File: config.mk
export PLATFORM = sky130hd
export DESIGN_NAME = shift_sequencer_flat
export DESIGN_NICKNAME = d
export VERILOG_FILES = /design/src/rtl/shift_sequencer_pkg.sv /design/src/rtl/shift_sequencer_if.sv /design/src/rtl/shift_sequencer_step.sv /design/src/rtl/shift_sequencer.sv /design/src/flat_wrapper.sv
export SDC_FILE = /design/constraint.sdc
export NUM_CORES = 1
export LEC_CHECK = 0
export CAP_MARGIN = 30
export CORE_ASPECT_RATIO = 0.7
export CORE_MARGIN = 3
export CORE_UTILIZATION = 46
export DETAILED_ROUTE_END_ITERATION = 8
export GPL_TIMING_DRIVEN = 0
export PLACE_DENSITY = 0.8
export SYNTH_ARGS = -nofsm -noshare
export SYNTH_HDL_FRONTEND = slang
export SYNTH_SLANG_ARGS = --single-unit
export TNS_END_PERCENT = 5
File: constraint.sdc
create_clock -name Clock -period 5.5 [get_ports Clock]
set_input_delay 0.55 -clock Clock [delete_from_list [all_inputs] [get_ports Clock]]
set_output_delay 0.55 -clock Clock [all_outputs]
set_load 0.05 [all_outputs]
File: src/rtl/shift_sequencer_pkg.sv
// Shared encodings for the shift sequencer: shift modes, FSM states and
// the per-cycle step limit.
package shift_sequencer_pkg;

    // Largest number of positions moved in one SHIFT cycle (2-bit step amount).
    localparam int STEP_MAX = 3;

    // Shift operations; encodings 5..7 are reserved and execute as LSL.
    typedef enum logic [2:0] {
        MODE_LSL = 3'd0,
        MODE_ROL = 3'd1,
        MODE_LSR = 3'd2,
        MODE_ASR = 3'd3,
        MODE_ROR = 3'd4
    } mode_e;

    // Sequencer states.
    typedef enum logic [1:0] {
        ST_IDLE  = 2'd0,
        ST_SHIFT = 2'd1,
        ST_DONE  = 2'd2
    } state_e;

endpackage

File: src/rtl/shift_sequencer_if.sv
// Request/response bundle between a requester and the shift sequencer.
//
// Handshake: the requester drives Start with DataA/ShiftAmount/ShifterMode;
// the request is taken at a rising edge only when Busy=0 (IDLE). Once taken,
// Busy stays high until the operation ends, and the input fields may change
// freely. Done pulses high for exactly one cycle when Result becomes valid;
// Result then holds until the next Done.
interface shift_sequencer_if #(
    parameter int DataWidth = 32
);
    localparam int AmtWidth = $clog2(DataWidth);

    logic                 Start;
    logic [DataWidth-1:0] DataA;
    logic [AmtWidth-1:0]  ShiftAmount;
    logic [2:0]           ShifterMode;
    logic                 Busy;
    logic                 Done;
    logic [DataWidth-1:0] Result;

    modport master (
        output Start, DataA, ShiftAmount, ShifterMode,
        input  Busy, Done, Result
    );

    modport slave (
        input  Start, DataA, ShiftAmount, ShifterMode,
        output Busy, Done, Result
    );
endinterface

File: src/rtl/shift_sequencer_step.sv
// Combinational single-pass shifter: moves a word by 0..3 positions in the
// selected mode. Reserved mode encodings fall through to LSL.
module shift_step
    import shift_sequencer_pkg::*;
#(
    parameter int DataWidth = 32
) (
    input  logic [DataWidth-1:0] data_in,
    input  logic [1:0]           step,
    input  logic [2:0]           mode,
    output logic [DataWidth-1:0] data_out
);

    // Select the shifted word; a right shift by DataWidth yields zero, so a
    // rotate by 0 collapses to the input word.
    always_comb begin
        data_out = data_in << step;
        case (mode)
            MODE_ROL: data_out = (data_in << step) | (data_in >> (DataWidth - int'(step)));
            MODE_LSR: data_out = data_in >> step;
            MODE_ASR: data_out = $unsigned($signed(data_in) >>> step);
            MODE_ROR: data_out = (data_in >> step) | (data_in << (DataWidth - int'(step)));
            default:  data_out = data_in << step;
        endcase
    end

endmodule

File: src/rtl/shift_sequencer.sv
// Multi-cycle barrel-shift sequencer: latches an operand, then shifts it by
// up to StepMax positions per cycle until the requested distance is covered,
// and presents the registered result with a one-cycle Done pulse.
module shift_sequencer
    import shift_sequencer_pkg::*;
#(
    parameter int DataWidth = 32,
    parameter int StepMax   = STEP_MAX
) (
    input  logic                    Clock,
    input  logic                    nReset,
    shift_sequencer_if.slave        bus,
    output state_e                  dbg_state
);

    localparam int AmtWidth = $clog2(DataWidth);

    state_e               state_q, state_d;
    logic [DataWidth-1:0] work_q, work_d;
    logic [AmtWidth-1:0]  remaining_q, remaining_d;
    logic [2:0]           mode_q, mode_d;
    logic [DataWidth-1:0] result_q, result_d;
    logic                 busy_q, busy_d;
    logic                 done_q, done_d;
    logic [1:0]           step;
    logic [DataWidth-1:0] step_out;

    shift_step #(
        .DataWidth(DataWidth)
    ) u_shift_step (
        .data_in  (work_q),
        .step     (step),
        .mode     (mode_q),
        .data_out (step_out)
    );

    // Next-state, datapath and registered-output logic for the sequencer.
    always_comb begin
        state_d     = state_q;
        work_d      = work_q;
        remaining_d = remaining_q;
        mode_d      = mode_q;
        result_d    = result_q;
        step        = 2'd0;
        case (state_q)
            ST_IDLE: begin
                if (bus.Start) begin
                    work_d      = bus.DataA;
                    remaining_d = bus.ShiftAmount;
                    mode_d      = bus.ShifterMode;
                    state_d     = (bus.ShiftAmount == '0) ? ST_DONE : ST_SHIFT;
                end
            end
            ST_SHIFT: begin
                // Step is clamped to what is left so Remaining cannot underflow.
                step        = (remaining_q > AmtWidth'(StepMax)) ? 2'(StepMax) : remaining_q[1:0];
                work_d      = step_out;
                remaining_d = remaining_q - AmtWidth'(step);
                if (remaining_d == '0) begin
                    state_d = ST_DONE;
                end
            end
            ST_DONE: begin
                state_d = ST_IDLE;
            end
            default: begin
                state_d = ST_IDLE;
            end
        endcase
        // Result captures the final word on the edge that enters DONE.
        if (state_d == ST_DONE) begin
            result_d = work_d;
        end
        busy_d = (state_d != ST_IDLE);
        done_d = (state_d == ST_DONE);
    end

    // State and datapath registers with asynchronous active-low clear.
    always_ff @(posedge Clock or negedge nReset) begin
        if (!nReset) begin
            state_q     <= ST_IDLE;
            work_q      <= '0;
            remaining_q <= '0;
            mode_q      <= '0;
            result_q    <= '0;
            busy_q      <= 1'b0;
            done_q      <= 1'b0;
        end else begin
            state_q     <= state_d;
            work_q      <= work_d;
            remaining_q <= remaining_d;
            mode_q      <= mode_d;
            result_q    <= result_d;
            busy_q      <= busy_d;
            done_q      <= done_d;
        end
    end

    assign bus.Busy   = busy_q;
    assign bus.Done   = done_q;
    assign bus.Result = result_q;
    assign dbg_state  = state_q;

endmodule

File: src/flat_wrapper.sv
// flat-port wrapper written by rule: the top's interface ports become plain ports
module shift_sequencer_flat import shift_sequencer_pkg::*;
#(
    parameter int DataWidth = 32,
    parameter int StepMax   = STEP_MAX
)
  (Clock, nReset, dbg_state, bus_Start, bus_DataA, bus_ShiftAmount, bus_ShifterMode, bus_Busy, bus_Done, bus_Result);
  shift_sequencer_if #(.DataWidth(DataWidth)) bus_i ();
  input  logic Clock;
  input  logic nReset;
  output state_e dbg_state;
  input wire logic [$bits(bus_i.Start)-1:0] bus_Start;
  input wire logic [$bits(bus_i.DataA)-1:0] bus_DataA;
  input wire logic [$bits(bus_i.ShiftAmount)-1:0] bus_ShiftAmount;
  input wire logic [$bits(bus_i.ShifterMode)-1:0] bus_ShifterMode;
  output wire logic [$bits(bus_i.Busy)-1:0] bus_Busy;
  output wire logic [$bits(bus_i.Done)-1:0] bus_Done;
  output wire logic [$bits(bus_i.Result)-1:0] bus_Result;
  assign bus_i.Start = bus_Start;
  assign bus_i.DataA = bus_DataA;
  assign bus_i.ShiftAmount = bus_ShiftAmount;
  assign bus_i.ShifterMode = bus_ShifterMode;
  assign bus_Busy = bus_i.Busy;
  assign bus_Done = bus_i.Done;
  assign bus_Result = bus_i.Result;
  shift_sequencer #(.DataWidth(DataWidth), .StepMax(StepMax)) u_core (.Clock(Clock), .nReset(nReset), .bus(bus_i), .dbg_state(dbg_state));
endmodule
==> results.cfg <==
[timing]
setup_tns_ns = 0
period_needed_ns = 3.74
finalSetupViolCount = 0
fin_crit_sh_pct = 68.0
fin_skew_ns = 0.00703
hold_violations = 0
whs_ns = 0.135
layout_setup_ws_ns = 1.76
rsz0062_at_grt = no
tightest_slew_ns = 0.855
fmax_mhz = 267
max-slew-margin-rel_pct = 42.6
slew_violations = 0

[drt]
route.vias.total = 5732
drc = 0
drt_iter0_markers = 1110
vias_per_cell = 6.68
routedWlPerCell_um = 23.8
dr.pass1.iters = 6
ant_nets = 0
wl_um = 20400

[critical_path]
critical_path_class = reg2reg
crit_path_start_kind = flip-flop
crit_path_max_fanout = 10
arrival_ns = 3.96
cp.required_ns = 5.72
critPathCaptureType = flip-flop

[floorplanning]
rows = 31
io_pins = 79
die_h_um = 94.6
core_um2 = 10600
dieArea_um2 = 12600
start_util_pct = 48.6
die_x_um = 133

[flow_run]
drv_cap = 0

[final_layout]
final_cell_mix = clkdlybuf4s50_1 (77), dfrtp_1 (76), a21oi_1 (72)
fin_nets = 751
layout_commonest_cell = clkdlybuf4s50_1
syn_to_final_growth_pct = 25.5
drive_gt1_share_pct = 14.8
n_antenna_cell = 0

[placed_design]
io_buffer_count = 78
hpwl_um = 14900
globalplace.congestion = 0.988
dp_slack_ns = 1.90

[clock_tree]
clock-sinks = 76
clk_pin_slew_worst_paths_ns = 0.06
ctsHoldBuffers = 0
clockRootBuffer = clkbuf_16
clock_latency_ns = 0.34
cts.path.max_buffers = 2
cts_buffers = 9
tritoncts = yes
post_cts_resized = 0
post_cts_buffers = 0
h-tree-depth = 3

[worst_hold_path]
worstHoldPathType = in2async

[synthesis]
ys_warn_count = 0
ys.flop_type = dfrtp_1
ys_seq_area_share_pct = 36.8
ys_ff_latch = 76
synth_area_per_cell_um2 = 8.40
syn_nets = 661
synth-edff-count = 0
synth_cell_types = 61
async_reset_ff_share_pct = 100
syn_inst = 615
netlist_area_um2 = 5160

[global_route]
grt_pass1_wl_um = 31200
grtUsageTotal_pct = 32.2
grt_antenna_before_repair = 1
grt_max_degree = 50
grt_pass1_vias = 5390
grt.overflow.total = 0

[run_status]
status = completed
[area by class of cell]
type	count	area, um^2
buffer	58	294
clock buffer	10	229
clock inverter	6	95.1
fill	946	4150
inverter	11	41.3
multi-input combinational	470	2930
sequential	76	1900
tap	148	185
timing repair buffer	79	806
[cell usage after synthesis, drive strengths merged, types with 2 or more instances]
| library cell | count | area [um^2] |
|---|---|---|
| a211oi | 11 | 82.6 |
| a21oi | 75 | 387 |
| a221o | 2 | 20.0 |
| a221oi | 11 | 128 |
| a222oi | 4 | 40.0 |
| a22oi | 28 | 210 |
| a311o | 2 | 20.0 |
| a311oi | 3 | 26.3 |
| a31oi | 9 | 56.3 |
| and3 | 2 | 12.5 |
| buf | 34 | 204 |
| clkbuf | 24 | 90.1 |
| dfrtp | 76 | 1900 |
| ha | 3 | 37.5 |
| inv | 11 | 41.3 |
| mux2 | 34 | 387 |
| mux2i | 6 | 60.1 |
| nand2 | 69 | 259 |
| nand2b | 4 | 25.0 |
| nand3 | 51 | 270 |
| nand4 | 4 | 25.0 |
| nor2 | 26 | 100 |
| nor2b | 9 | 56.3 |
| nor3 | 16 | 80.1 |
| nor3b | 2 | 15.0 |
| nor4 | 5 | 52.6 |
| o211ai | 6 | 45.0 |
| o21a | 2 | 15.0 |
| o21ai | 55 | 275 |
| o221ai | 2 | 17.5 |
| o22ai | 6 | 37.5 |
| o31ai | 2 | 15.0 |
| or2 | 3 | 18.8 |
| or4 | 4 | 33.8 |
[path summary, 6_finish.rpt]
kind                                                         from  slack [ns]                                end  cells past startpoint
worst min-delay path                                       nReset        0.14        u_core.work_q[19]$_DFF_PN0_                      1
worst max register to register  u_core.remaining_q[4]$_DFFE_PN0P_        1.76  u_core.bus.Result[16]$_DFFE_PN0P_                     11
worst min register to register  u_core.bus.Result[30]$_DFFE_PN0P_        0.51  u_core.bus.Result[30]$_DFFE_PN0P_                      1
worst max-delay path            u_core.remaining_q[4]$_DFFE_PN0P_        1.76  u_core.bus.Result[16]$_DFFE_PN0P_                     11
min in group Clock              u_core.bus.Result[30]$_DFFE_PN0P_        0.51  u_core.bus.Result[30]$_DFFE_PN0P_                      1
max in group asynchronous                                  nReset        4.79         u_core.work_q[8]$_DFF_PN0_                      2
[state kept, by name (all words and copies together), names as in the netlist]
register            cells
u_core.bus.Busy         1
u_core.remaining_q      5
u_core.bus.Result      32
u_core.bus.Done         1
u_core.dbg_state        2
u_core.mode_q           3
u_core.work_q          32
[metrics by stage]
stage / instance area, um^2 / utilization [%] / std cells
after floorplan: 5160 / - / 615
after global placement: 6130 / 57.7 / 841
after detailed placement: 6150 / 57.9 / 842
after CTS: 6480 / 61.0 / 858
after global routing: 6480 / 61.0 / 858
final: 6480 / 61.0 / 858
[logic make-up after synthesis]
logic type | Yosys count | synth area share (%)
flops | 76 | 36.8
buf+inv | 69 | 6.49
compound gates | 225 | 27.8
xor+xnor | 1 | 0.170
fa+ha+maj | 3 | 0.727
simple gates | 201 | 19.3
mux | 40 | 8.65
[per-layer routing]
layer | up-vias | GRT usage, % | share of wire, %
li1 | 2482 | - | -
met1 | 2712 | 46.9 | 43
met2 | 478 | 44.5 | 40
met3 | 58 | 13.1 | 15
met4 | 2 | 7.53 | 1.5
met5 | - | 0 | 0.054
[critical path: stages (launching register included)]
cell and delay [ns]:
dfrtp_1 0.39, buf_6 0.15, nor3_1 0.71, or2_2 0.27, ha_1 0.26, xor2_1 0.09, a22oi_1 0.21, nor3b_1 0.10
a22oi_1 0.62, inv_1 0.23, buf_2 0.29, mux2_2 0.31
Power is left out: the tool's default activity adds up to more than one toggle a clock period on the data nets, which glitch-free logic cannot reach.
